--- config.mk ---
export PLATFORM = sky130hd
export DESIGN_NAME = mul_div_unit
export DESIGN_NICKNAME = d
export VERILOG_FILES = /design/src/rtl/mul_div_unit_pkg.sv /design/src/rtl/mul_div_unit_step.sv /design/src/rtl/mul_div_unit.sv
export SDC_FILE = /design/constraint.sdc
export NUM_CORES = 1
export LEC_CHECK = 0
export CAP_MARGIN = 20
export CORE_AREA = 2 2 234 121
export DETAILED_ROUTE_END_ITERATION = 6
export DIE_AREA = 0 0 236 123
export PLACE_DENSITY = 0.71
export SLEW_MARGIN = 10
export SYNTH_ARGS = -nofsm -noshare
export SYNTH_HDL_FRONTEND = slang
export SYNTH_SLANG_ARGS = --single-unit
--- constraint.sdc ---
create_clock -name clk_i -period 6.6 [get_ports clk_i]
set_clock_uncertainty 0.05 [all_clocks]
set_input_delay 0.99 -clock clk_i [delete_from_list [all_inputs] [get_ports clk_i]]
set_output_delay 0.99 -clock clk_i [all_outputs]
set_load 0.02 [all_outputs]
--- src/rtl/mul_div_unit_pkg.sv ---
// Shared CPU encodings: multiply/divide ops, mul/div FSM states and ALU controls.
package mul_div_unit_pkg;

  typedef enum logic [1:0] {
    OP_MULT  = 2'b00,
    OP_MULTU = 2'b01,
    OP_DIV   = 2'b10,
    OP_DIVU  = 2'b11
  } md_op_e;

  typedef enum logic [1:0] {
    IDLE = 2'b00,
    RUN  = 2'b01,
    FIX  = 2'b10
  } md_state_e;

  typedef enum logic [3:0] {
    ALU_ADD  = 4'h0,
    ALU_SUB  = 4'h1,
    ALU_AND  = 4'h2,
    ALU_OR   = 4'h3,
    ALU_XOR  = 4'h4,
    ALU_NOR  = 4'h5,
    ALU_SLT  = 4'h6,
    ALU_SLTU = 4'h7,
    ALU_SLL  = 4'h8,
    ALU_SRL  = 4'h9,
    ALU_SRA  = 4'hA,
    ALU_LUI  = 4'hB
  } alu_ctrl_e;

  function automatic logic op_is_div(input md_op_e op);
    return op inside {OP_DIV, OP_DIVU};
  endfunction

  function automatic logic op_is_signed(input md_op_e op);
    return op inside {OP_MULT, OP_DIV};
  endfunction

endpackage

--- src/rtl/mul_div_unit_step.sv ---
// One iteration of the shared datapath: LSB-first shift-add for multiply,
// restoring shift-subtract for divide, both through a single adder.
module mdu_step
  import mul_div_unit_pkg::*;
#(
  parameter int WIDTH = 32
) (
  input  alu_ctrl_e          ctrl,
  input  logic [WIDTH-1:0]   hi,
  input  logic [WIDTH-1:0]   lo,
  input  logic [WIDTH-1:0]   operand,
  output logic [WIDTH-1:0]   hi_next,
  output logic [WIDTH-1:0]   lo_next
);

  logic             is_sub;
  logic [WIDTH:0]   addend_a;
  logic [WIDTH:0]   addend_b;
  logic [WIDTH+1:0] result;

  // NOTE: every combinational output gets a default first so no path can infer a latch.
  always_comb begin
    is_sub   = (ctrl == ALU_SUB);
    addend_a = is_sub ? {hi, lo[WIDTH-1]} : {1'b0, hi};
    addend_b = {1'b0, operand};
    if (!is_sub && !lo[0]) addend_b = '0;

    // Subtract is add of the inverted operand plus one; bit WIDTH+1 is the borrow.
    result = {1'b0, addend_a} + ({1'b0, addend_b} ^ {(WIDTH+2){is_sub}})
           + (WIDTH+2)'(is_sub);

    hi_next = result[WIDTH:1];
    lo_next = {result[0], lo[WIDTH-1:1]};
    if (is_sub) begin
      if (result[WIDTH+1]) begin
        hi_next = addend_a[WIDTH-1:0];
        lo_next = {lo[WIDTH-2:0], 1'b0};
      end else begin
        hi_next = result[WIDTH-1:0];
        lo_next = {lo[WIDTH-2:0], 1'b1};
      end
    end
  end

endmodule

--- src/rtl/mul_div_unit.sv ---
// Iterative multiply/divide unit: sign-magnitude operands, WIDTH steps in RUN,
// sign correction and result write in FIX. Latency is fixed at WIDTH+1 edges.
module mul_div_unit
  import mul_div_unit_pkg::*;
#(
  parameter int WIDTH = 32
) (
  input  logic             clk_i,
  input  logic             rst_i,
  input  logic             start_i,
  input  logic [1:0]       op_i,
  input  logic [WIDTH-1:0] rs_i,
  input  logic [WIDTH-1:0] rt_i,
  input  logic             flush_i,
  output logic             busy_o,
  output logic             done_o,
  output logic [WIDTH-1:0] hi_o,
  output logic [WIDTH-1:0] lo_o
);

  localparam int CNT_W = $clog2(WIDTH) + 1;
  localparam logic [CNT_W-1:0] LAST_STEP = CNT_W'(WIDTH - 1);

  md_state_e          state_q, state_d;
  logic [CNT_W-1:0]   cnt_q;
  md_op_e             op_q;
  logic [WIDTH-1:0]   acc_q, shreg_q, operand_q;
  logic               neg_lo_q, neg_hi_q, div_zero_q;

  md_op_e             op_in;
  logic               in_signed, in_div, rs_neg, rt_neg, accept;
  logic [WIDTH-1:0]   rs_mag, rt_mag;
  alu_ctrl_e          step_ctrl;
  logic [WIDTH-1:0]   step_hi, step_lo;
  logic [2*WIDTH-1:0] product, product_fix;
  logic [WIDTH-1:0]   fix_hi, fix_lo;

  always_comb begin
    op_in     = md_op_e'(op_i);
    in_signed = op_is_signed(op_in);
    in_div    = op_is_div(op_in);
    rs_neg    = in_signed & rs_i[WIDTH-1];
    rt_neg    = in_signed & rt_i[WIDTH-1];
    rs_mag    = rs_neg ? -rs_i : rs_i;
    rt_mag    = rt_neg ? -rt_i : rt_i;
    accept    = (state_q == IDLE) && start_i && !flush_i;
  end

  always_comb begin
    state_d = state_q;
    unique case (state_q)
      IDLE:    if (accept) state_d = RUN;
      RUN:     if (flush_i) state_d = IDLE;
               else if (cnt_q == LAST_STEP) state_d = FIX;
      FIX:     state_d = IDLE;
      default: state_d = IDLE;
    endcase
  end

  // NOTE: sequential state uses non-blocking assignments so every register samples pre-edge values.
  always_ff @(posedge clk_i or posedge rst_i) begin
    if (rst_i) state_q <= IDLE;
    else       state_q <= state_d;
  end

  always_comb begin
    step_ctrl = op_is_div(op_q) ? ALU_SUB : ALU_ADD;
  end

  mdu_step #(.WIDTH(WIDTH)) u_step (
    .ctrl    (step_ctrl),
    .hi      (acc_q),
    .lo      (shreg_q),
    .operand (operand_q),
    .hi_next (step_hi),
    .lo_next (step_lo)
  );

  // Magnitude results are re-signed here; modulo wrap makes MIN / -1 fall out naturally.
  always_comb begin
    product     = {acc_q, shreg_q};
    product_fix = neg_lo_q ? -product : product;
    fix_hi      = product_fix[2*WIDTH-1:WIDTH];
    fix_lo      = product_fix[WIDTH-1:0];
    if (op_is_div(op_q)) begin
      fix_hi = neg_hi_q ? -acc_q : acc_q;
      fix_lo = div_zero_q ? {WIDTH{1'b1}} : (neg_lo_q ? -shreg_q : shreg_q);
    end
  end

  always_ff @(posedge clk_i or posedge rst_i) begin
    if (rst_i) begin
      busy_o     <= 1'b0;
      done_o     <= 1'b0;
      hi_o       <= '0;
      lo_o       <= '0;
      cnt_q      <= '0;
      op_q       <= OP_MULT;
      acc_q      <= '0;
      shreg_q    <= '0;
      operand_q  <= '0;
      neg_lo_q   <= 1'b0;
      neg_hi_q   <= 1'b0;
      div_zero_q <= 1'b0;
    end else begin
      done_o <= 1'b0;
      busy_o <= (state_d != IDLE);
      unique case (state_q)
        IDLE: begin
          if (accept) begin
            op_q       <= op_in;
            cnt_q      <= '0;
            acc_q      <= '0;
            neg_lo_q   <= rs_neg ^ rt_neg;
            neg_hi_q   <= in_div & rs_neg;
            div_zero_q <= in_div && (rt_i == '0);
            // Divide shifts the dividend out of the low register; multiply shifts the multiplier.
            shreg_q    <= in_div ? rs_mag : rt_mag;
            operand_q  <= in_div ? rt_mag : rs_mag;
          end
        end
        RUN: begin
          if (!flush_i) begin
            acc_q   <= step_hi;
            shreg_q <= step_lo;
            cnt_q   <= cnt_q + CNT_W'(1);
          end
        end
        FIX: begin
          if (!flush_i) begin
            hi_o   <= fix_hi;
            lo_o   <= fix_lo;
            done_o <= 1'b1;
          end
        end
        default: ;
      endcase
    end
  end

endmodule

==> out/qor.yml, run 1 <==
drv_cap: 0
cp_cell_sequence: "buf_4, mux2_2, ha_1, nand2_1, nor2_1, o211ai_1, a21oi_1, a21boi_2, o21ai_2, buf_4, nor2_1, a22o_1, a221o_1"
firstDrtPassIters: 5
wl_per_cell_um: 19.5
num_rows: 43
via_per_inst: 6.09
final_common_cell: "o21ai_0"
grt_max_degree: 85
post-route-min-period_ns: 4.64
layout_common_cells: "o21ai_0 (214), nand2_1 (198), a21oi_1 (180)"
grt_setup_unrepaired: "no"
htreeDepth: 4
critPathMaxStageDelay_ns: 0.71
via_count: 12800
drive_gt1_share_pct: 7.36
cts_resized: 0
cellLeakagePower_uw: 0.00641
post-route-util_pct: 57.1
grt_pass1_vias: 11400
p_total_uw: 4540
yosysTopAreaCell: "dfrtp_1"
cts.path.max_buffers: 2
hold_class: "reg2reg"
syn_area_um2: 13300
nNetsFinal: 1833
wl_um: 40900
ys_seq_area_share_pct: 32.7
synth-main-ff-cell: "dfrtp_1"
ant_nets: 0
ctsRootBufferMaster: "clkbuf_16"
slew_headroom_pct: 37.5
crit_path_top_delay_cell: "dfrtp_4"
syn_area_per_cell_um2: 8.01
fillers: 2457
gr-usage-all-layers_pct: 28.2
area_growth_syn_to_layout_pct: 16.1
cts_tree: "yes"
grt_pass1_wl_um: 63900
path_class: "reg2reg"
synth_edf_count: 0
synthCells: 1661
dpl.hpwl_um: 30900
yosys_warnings: 0
drtIter0Drc: 1467
drv_slew: 0
fmax_mhz: 216
start_util_pct: 49.2
async_reset_ff_share_pct: 100
arrival_ns: 4.92
regArea_um2: 4360
port_buffers: 135
multiInputGateArea_um2: 8420
synth.ff_latch_count: 174
cts_hold_buf: 0
synth_cell_types: 86
peakVddDrop_mv: 0.199
die_h_um: 123
synthesis.nets: 1768
drc_errors: 0
clkTransAtPathRegs_ns: 0.07
cp-end-kind: "flip-flop"
synth_area_leaders: "dfrtp_1 (33%), o21ai_0 (8.1%), a21oi_1 (6.8%)"
dieArea_um2: 29000
setup_viol: 0
hold_viol_final: 0
antennaDiodeCount: 0
status: "complete, no violations"
setup_tns_ns: 0
gp_congestion: 0.943
overflow: 0
p_per_area_nw_per_um2: 294
worstMarginPinSlew_ns: 0.937
fin_hold_ws_ns: 0.427
synth_top_area_share_pct: 32.7
min_period_over_period_pct: 70.3
io_pins: 136
path_max_fanout: 43
die_w_um: 236
clk-insertion-delay-late_ns: 0.45
core-area_um2: 27100
required_ns: 6.88
cts_buffers: 17
antenna_found_initial: 1
post_cts_buffers: 0
clock_sinks: 174
start_kind: "flip-flop"
## synthesized netlist by cell type, types with 30 or more instances
library cell,instances
nor2_1,163
clkbuf_1,97
o21ai_0,215
mux2_2,30
inv_1,31
mux2i_1,59
nand2_1,200
xnor2_1,62
dfrtp_1,174
nor3_1,33
xor2_1,89
ha_1,36
a21oi_1,181
## metal layers
layer / global-route usage, % / part of all wire [%]
met5: 0 / 0
met4: 6.85 / 1.8
met3: 6.32 / 8.7
met2: 38.1 / 40
met1: 44.4 / 50
## final cells by class
cell class | count | share of cell area (%)
repair buffers | 158 | 9.98
clock inverters | 11 | 0.535
well taps | 360 | 2.92
multi-input cells | 1344 | 54.5
inverters | 31 | 0.786
clock buffers | 21 | 3.05
flip-flops and latches | 174 | 28.2
## report_power, final
group	switching (µW)	internal (µW)	leakage (µW)	total [µW]
clock	474	515	0.000259	989
sequential	288	1220	0.00230	1500
combinational	1220	826	0.00385	2050
total	1980	2560	0.00641	4540
## flip-flops by register name, indices dropped and copies added (netlist names)
signal      count
acc_q          32
busy_o          1
cnt_q           6
div_zero_q      1
done_o          1
hi_o           32
lo_o           32
neg_hi_q        1
neg_lo_q        1
op_q            1
operand_q      32
shreg_q        32
state_q         2
## through the flow
stage / instances / setup slack [ns] / cell area [µm²]
floorplan: 1661 / 0.843 / 13300
global placement: 2065 / 2.11 / 14900
detailed placement: 2065 / 2.09 / 14900
CTS: 2097 / 2.07 / 15400
global route: 2099 / 1.70 / 15400
finish: 2099 / 1.96 / 15400
## worst max-delay path, delay by kind of cell (launching register included)
kind	cells	cell delay, ns
flip-flops	1	0.71
buffers and inverters	2	0.90
adder cells (fa/ha/maj)	1	0.42
multiplexers	1	0.39
AND/OR/NAND/NOR	3	0.55
AO/OA/AOI/OAI	6	1.48
## logic make-up after synthesis
| kind of cell | after synthesis | synth area share [%] |
|---|---|---|
| AO/OA/AOI/OAI | 554 | 24.6 |
| AND/OR/NAND/NOR | 512 | 17.9 |
| flip-flops | 174 | 32.7 |
| XOR/XNOR | 152 | 10.1 |
| buffers and inverters | 143 | 4.18 |
| multiplexers | 89 | 6.98 |
| adder cells (fa/ha/maj) | 37 | 3.54 |
## path summary, 6_finish.rpt
| kind | startpoint | endpoint | slack, ns | cells past startpoint |
|---|---|---|---|---|
| worst max-delay path | op_q[1]$_DFFE_PP0P_ | acc_q[26]$_DFFE_PP0P_ | 1.96 | 13 |
| worst min-delay path | hi_o[28]$_DFFE_PP0P_ | hi_o[28]$_DFFE_PP0P_ | 0.43 | 2 |
| worst max register to register | op_q[1]$_DFFE_PP0P_ | acc_q[26]$_DFFE_PP0P_ | 1.96 | 13 |
| worst min register to register | hi_o[28]$_DFFE_PP0P_ | hi_o[28]$_DFFE_PP0P_ | 0.43 | 2 |
| max in group asynchronous | rst_i | acc_q[27]$_DFFE_PP0P_ | 4.21 | 3 |
| min in group asynchronous | rst_i | hi_o[4]$_DFFE_PP0P_ | 0.96 | 2 |
Note: power is estimated with default switching activity, not from simulation.
==> run 2: changes to the inputs <==
Settings changed: PLACE_DENSITY 0.71 to 0.74.
Clock period 6.6 ns to 3.8 ns, I/O delays scaled along.
==> run 2 against run 1 <==
  * Clock power is 71% higher
  * First-iteration DRC count is 4.0% higher
  * Sequential share of layout area is 1.8 points lower
  * Power is 90% higher
  * Combinational power is 110% higher
  * Maximum frequency is 26% higher
  * Via count is 3.8% higher
  * Cell count is 5.0% higher
  * Register-to-register slack worse by 1.9 ns
  * Worst setup slack worse by 1.9 ns
  * Count of clock-buffer cells in the layout is 2 lower
==> out/qor.yml, run 2 (synthesis results as in run 1) <==
setup_tns_ns: 0  # unchanged
worstMarginPinSlew_ns: 0.723  # -0.214 ns
cts_hold_buf: 0  # unchanged
crit_path_top_delay_cell: "dfrtp_4"
start_util_pct: 49.2  # unchanged
slew_headroom_pct: 51.7  # +14 points
firstDrtPassIters: 5  # unchanged
area_growth_syn_to_layout_pct: 23.8
cp_cell_sequence: "buf_12, mux2_2, ha_1, a21oi_2, o211ai_1, a211oi_1, a21oi_1, buf_4, a21boi_4, buf_4, buf_4, nor2_1, or3_1, o21ai_0, a32o_1"
r2r-end: "acc_q[31]$_DFFE_PP0P_"
hold_depth: 2  # unchanged
status: "complete, no violations"
reg2reg_depth: 15  # +2
p_per_area_nw_per_um2: 523  # +78%
reg2reg_slack_ns: 0.10  # -1.86 ns
placed_cell_area_um2: 15800  # +6.1%
rr_startpoint: "op_q[1]$_DFFE_PP0P_"
via_per_inst: 6.02  # -1.1%
min_to: "hi_o[28]$_DFFE_PP0P_"
worstHoldStart: "hi_o[28]$_DFFE_PP0P_"
grt_max_degree: 70  # -18%
setup_viol: 0  # unchanged
io_pins: 136  # unchanged
htreeDepth: 4  # unchanged
fin_cells: 2203  # +5.0%
critPathMaxStageDelay_ns: 0.51  # -0.20 ns
gp_congestion: 0.974  # +3.2%
grt_pass1_wl_um: 67700  # +5.8%
switchingPower_uw: 3720  # +87%
cts_buffers: 17  # unchanged
intPower_uw: 4900  # +92%
cts.path.max_buffers: 2  # unchanged
die_w_um: 236  # unchanged
via_count: 13300  # +3.8%
die_h_um: 123  # unchanged
critPathBufInv: 4  # +2
hold_viol_final: 0  # unchanged
port_buffers: 135  # unchanged
antennaDiodeCount: 0  # unchanged
arrival_ns: 4.05  # -0.87 ns
combPwrFrac_pct: 51.0  # +5.9 points
nNetsFinal: 1938  # +5.7%
min_period_over_period_pct: 97.3  # +27 points
power.share.switching_pct: 43.1  # -0.55 points
clock_sinks: 174  # unchanged
grt_pass1_vias: 11900  # +5.0%
overflow: 0  # unchanged
required_ns: 4.15  # -2.73 ns
drv_slew: 0  # unchanged
peakVddDrop_mv: 0.414  # +110%
sequentialPowerShare_pct: 29.4  # -3.7 points
cp_top_family: "compound AO/OA/AOI/OAI gates"
path_max_fanout: 12  # -72%
start_kind: "flip-flop"
wl_um: 44100  # +7.9%
antenna_found_initial: 1  # unchanged
dpl.hpwl_um: 33800  # +9.3%
fmax_mhz: 271  # +26%
final_area_um2: 16500  # +6.6%
drive_gt1_share_pct: 13.4  # +6.0 points
cp-end-kind: "flip-flop"
final_common_cell: "o21ai_0"
cellLeakagePower_uw: 0.00699  # +9.2%
ant_nets: 0  # unchanged
pre_cts_ws_ns: 0.0554  # -2.04 ns
hold_class: "reg2reg"
timing.final.ws_setup_ns: 0.104  # -1.86 ns
dieArea_um2: 29000  # unchanged
clk-insertion-delay-late_ns: 0.46  # about the same
wl_per_cell_um: 20.0  # +2.8%
p_total_uw: 8620  # +90%
grt_setup_unrepaired: "yes"
dp.cells: 2166  # +4.9%
num_rows: 43  # unchanged
drc_errors: 0  # unchanged
layout_common_cells: "o21ai_0 (205), nand2_1 (198), a21oi_1 (173), dfrtp_1 (173), nor2_1 (161)"
crit_path_frequent_cell: "buf_4"
clkPwrFrac_pct: 19.6  # -2.2 points
clkTransAtPathRegs_ns: 0.07  # about the same
core-area_um2: 27100  # unchanged
drv_cap: 0  # unchanged
ctsRootBufferMaster: "clkbuf_16"
post-route-min-period_ns: 3.70  # -0.944 ns
cts_tree: "yes"
drtIter0Drc: 1526  # +4.0%
gr-usage-all-layers_pct: 30.2  # +2.0 points
path_class: "reg2reg"
==> run 2: cell types whose count changed in the layout (fill, tap and decap cells not counted), moves of 2 or more <==
cell / before / now
a31oi_1: 8 / 6
clkbuf_8: 3 / 1
a31oi_2: 1 / 3
a21oi_2: 1 / 8
a21oi_1: 180 / 173
nor3_1: 33 / 31
nor3_2: 0 / 2
o21ai_1: 8 / 15
buf_12: 0 / 13
o21ai_2: 3 / 5
clkinv_2: 2 / 4
o21ai_0: 214 / 205
buf_4: 23 / 114
==> run 2: what timing repair did <==
action,4_1_cts,5_1_grt
resized for setup,0,31
buffers inserted,0,4
endpoints found under the setup margin,0,33
==> run 2: power by group through the flow <==
stage / combinational, µW / clock, µW / sequential, µW
after floorplan: 2790 / 0 / 2370
after global placement: 4110 / 0 / 2530
after detailed placement: 4170 / 0 / 2550
after CTS: 4210 / 1710 / 2510
after global routing: 4750 / 1790 / 2570
final: 4390 / 1690 / 2530
==> run 2: worst max path at each step <==
| stage | cells past startpoint | from | slack [ns] | endpoint |
|---|---|---|---|---|
| 2_1_floorplan | 14 | op_q[1]$_DFFE_PP0P_ | 0.02 | acc_q[15]$_DFFE_PP0P_ |
| 3_3_place_gp | 12 | rt_i[0] | 0.13 | shreg_q[28]$_DFFE_PP0P_ |
| 3_5_place_dp | 16 | op_q[1]$_DFFE_PP0P_ | 0.06 | acc_q[31]$_DFFE_PP0P_ |
| 4_1_cts | 16 | op_q[1]$_DFFE_PP0P_ | 0.03 | acc_q[31]$_DFFE_PP0P_ |
| 5_1_grt | 17 | op_q[1]$_DFFE_PP0P_ | -0.03 | acc_q[31]$_DFFE_PP0P_ |
| 6_report | 15 | op_q[1]$_DFFE_PP0P_ | 0.10 | acc_q[31]$_DFFE_PP0P_ |
==> run 2: per-stage QoR <==
stage / hold WS [ns] / util [%]
after detailed placement: 0.420 / 58.2
after global routing: 0.466 / 60.8
after global placement: 0.415 / 58.2
after CTS: 0.435 / 60.2
after floorplan: 0.400 / -
final: 0.431 / 60.8
==> run 2: final cells by class <==
cell class	count	area, µm²
timing repair buffer	263	2510
inverter	31	124
multi-input combinational	1344	8500
fill	2374	10600
clock inverter	12	86.3
tap	360	450
clock buffer	19	443
sequential	174	4360
==> run 2: worst register-to-register path: cells and delay by family (launching register included) <==
kind                       cells  cell delay (ns)
adders and majority gates      1             0.39
AOI/OAI and AO/OA              7             1.31
DFF                            1             0.51
and+or+nand+nor                2             0.37
buffers and inverters          4             0.62
muxes                          1             0.36
==> run 2: per-layer routing <==
metal	global-route usage, %	vias to the layer above	part of all wire [%]
met5	0	-	0.027
li1	-	6254	-
met3	8.39	54	9.4
met4	7.60	2	1.9
met1	46.6	6414	49
met2	40.7	547	40
==> run 3: changes to the inputs <==
Settings changed: SLEW_MARGIN 10 to default.
Clock period 3.8 ns to 3.2 ns, I/O delays scaled along.
==> run 3 against run 2 <==
  * The flow now finishes with violations (negative setup slack)
  * Critical endpoint is now acc_q[14]$_DFFE_PP0P_
  * Die area did not move
  * Routed wire length rose by 9.0%
  * Register-to-register slack got worse by 0.53 ns
  * Sequential share of layout area fell by 2.7 points
  * First-iteration DRC count rose by 16%
  * Combinational power rose by 54%
  * Clock power rose by 32%
  * Non-clock buffer count rose by 157
  * Highest routed layer is now met4
  * Utilization rose by 6.9 points
==> out/qor.yml, run 3 (synthesis results as in run 1) <==
cts.path.max_buffers: 2  # unchanged
post-route-util_pct: 67.7  # +6.9 points
setup_tns_ns: -9.64  # -9.64 ns
arrival_ns: 3.93  # -0.12 ns
clock_sinks: 174  # unchanged
cp_top_family: "compound AO/OA/AOI/OAI gates"
cp_cell_sequence: "buf_12, buf_4, mux2_2, ha_4, a21o_1, a21o_1, a211o_1, buf_6, a221o_1, a21oi_2, buf_4, xnor2_2, mux2i_1, a21oi_1, a21o_1"
grt_setup_unrepaired: "yes"
violations: "negative setup slack"
clkTransAtPathRegs_ns: 0.07  # about the same
peakVddDrop_mv: 0.482  # +16%
sequentialPowerShare_pct: 24.5  # -4.9 points
critPathBufInv: 4  # unchanged
dpl.hpwl_um: 35500  # +5.2%
cellLeakagePower_uw: 0.00791  # +13%
ant_nets: 0  # unchanged
setup_viol: 33  # +33
area_growth_syn_to_layout_pct: 37.8
wl_um: 48100  # +9.0%
fmax_mhz: 276  # +1.9%
drtIter0Drc: 1769  # +16%
overflow: 0  # unchanged
start_kind: "flip-flop"
timing.final.ws_setup_ns: -0.428  # -0.532 ns
path_max_fanout: 6  # -6
firstDrtPassIters: 5  # unchanged
required_ns: 3.50  # -0.65 ns
antenna_found_initial: 1  # unchanged
worstMarginPinSlew_ns: 0.785  # +0.0617 ns
reg2reg_slack_ns: -0.43  # -0.53 ns
drv_slew: 0  # unchanged
post-route-min-period_ns: 3.63  # -0.0679 ns
dieArea_um2: 29000  # unchanged
final_area_um2: 18300  # +11%
grt_pass1_vias: 13000  # +9.2%
crit_path_top_delay_cell: "dfrtp_4"
intPower_uw: 6900  # +41%
port_buffers: 135  # unchanged
pre_cts_ws_ns: -0.438  # -0.493 ns
io_pins: 136  # unchanged
power.share.switching_pct: 42.2  # -0.94 points
wl_per_cell_um: 20.3  # +1.6%
min_period_over_period_pct: 113  # +16 points
path_class: "reg2reg"
critPathMaxStageDelay_ns: 0.54  # +0.03 ns
grt_max_degree: 67  # -4.3%
combPwrFrac_pct: 56.8  # +5.8 points
p_per_area_nw_per_um2: 651  # +24%
final_common_cell: "buf_4"
cts_tree: "yes"
num_rows: 43  # unchanged
drv_cap: 0  # unchanged
via_count: 14200  # +6.9%
clk-insertion-delay-late_ns: 0.46  # about the same
htreeDepth: 4  # unchanged
crit_path_frequent_cell: "a21o_1"
start_util_pct: 49.2  # unchanged
status: "finished with violations"
layout_common_cells: "buf_4 (267), nand2_1 (191), o21ai_0 (183)"
clkPwrFrac_pct: 18.7  # -0.9 points
switchingPower_uw: 5040  # +35%
die_w_um: 236  # unchanged
core-area_um2: 27100  # unchanged
gp_congestion: 0.960  # -1.4%
grt_pass1_wl_um: 73200  # +8.1%
hold_class: "in2async"
placed_cell_area_um2: 16800  # +6.8%
cts_buffers: 17  # unchanged
die_h_um: 123  # unchanged
nNetsFinal: 2096  # +8.2%
drive_gt1_share_pct: 24.1  # +11 points
cp-end-kind: "flip-flop"
drc_errors: 0  # unchanged
slew_headroom_pct: 47.6  # -4.1 points
hold_viol_final: 0  # unchanged
via_per_inst: 6.00  # -0.36%
ctsRootBufferMaster: "clkbuf_16"
gr-usage-all-layers_pct: 32.8  # +2.5 points
## run 3: cell types whose count changed in the layout (fill, tap and decap cells not counted), sizes merged
cell and delta:
inv +4, o21a +1, clkinvlp -1, buf +157, clkbuf -3, clkinv -2, diode +1, bufinv +2
bufbuf +1
## run 3: through the flow
step           std cells  hold WS [ns]  power [µW]
6_report            2363         0.374       11900
5_1_grt             2363         0.391       12600
4_1_cts             2352         0.375       11500
3_5_place_dp        2293         0.420        8690
3_3_place_gp        2293         0.414        8590
2_1_floorplan       1661         0.400        6350
## run 3: cell type report
class	count	area (µm²)
multi-input combinational	1345	9090
fill	2190	8740
sequential	174	4360
timing repair buffer	420	3700
tap	360	450
clock buffer	17	425
clock inverter	15	176
inverter	31	120
antenna	1	2.50
## run 3: final timing paths
kind                       cells after the start           startpoint                     to
setup / recovery                              15  op_q[1]$_DFFE_PP0P_  acc_q[14]$_DFFE_PP0P_
hold / removal                                 2                rst_i   hi_o[22]$_DFFE_PP0P_
setup reg to reg                              15  op_q[1]$_DFFE_PP0P_  acc_q[14]$_DFFE_PP0P_
hold reg to reg                                2  hi_o[3]$_DFFE_PP0P_    hi_o[3]$_DFFE_PP0P_
max in group asynchronous                      3                rst_i   acc_q[5]$_DFFE_PP0P_
min in group clk_i                             2  hi_o[3]$_DFFE_PP0P_    hi_o[3]$_DFFE_PP0P_
## run 3: routing by layer
metal	share of wire (%)	track usage [%]
met1	47	50.2
met2	40	45.2
met3	10	8.02
met4	2.2	8.96
met5	0	0
## run 3: power by group through the flow
stage | registers (µW) | logic (µW) | clock network [µW]
finish | 2920 | 6780 | 2230
global route | 2960 | 7240 | 2350
CTS | 2900 | 6350 | 2240
detailed placement | 2940 | 5750 | 0
global placement | 2930 | 5670 | 0
floorplan | 2820 | 3530 | 0
## run 3: what timing repair did
action	4_1_cts	5_1_grt
setup endpoints to repair	33	41
gates cloned	3	0
hold buffers	0	0
gates resized for setup	78	46
pin swaps	43	33
buffers inserted	25	9
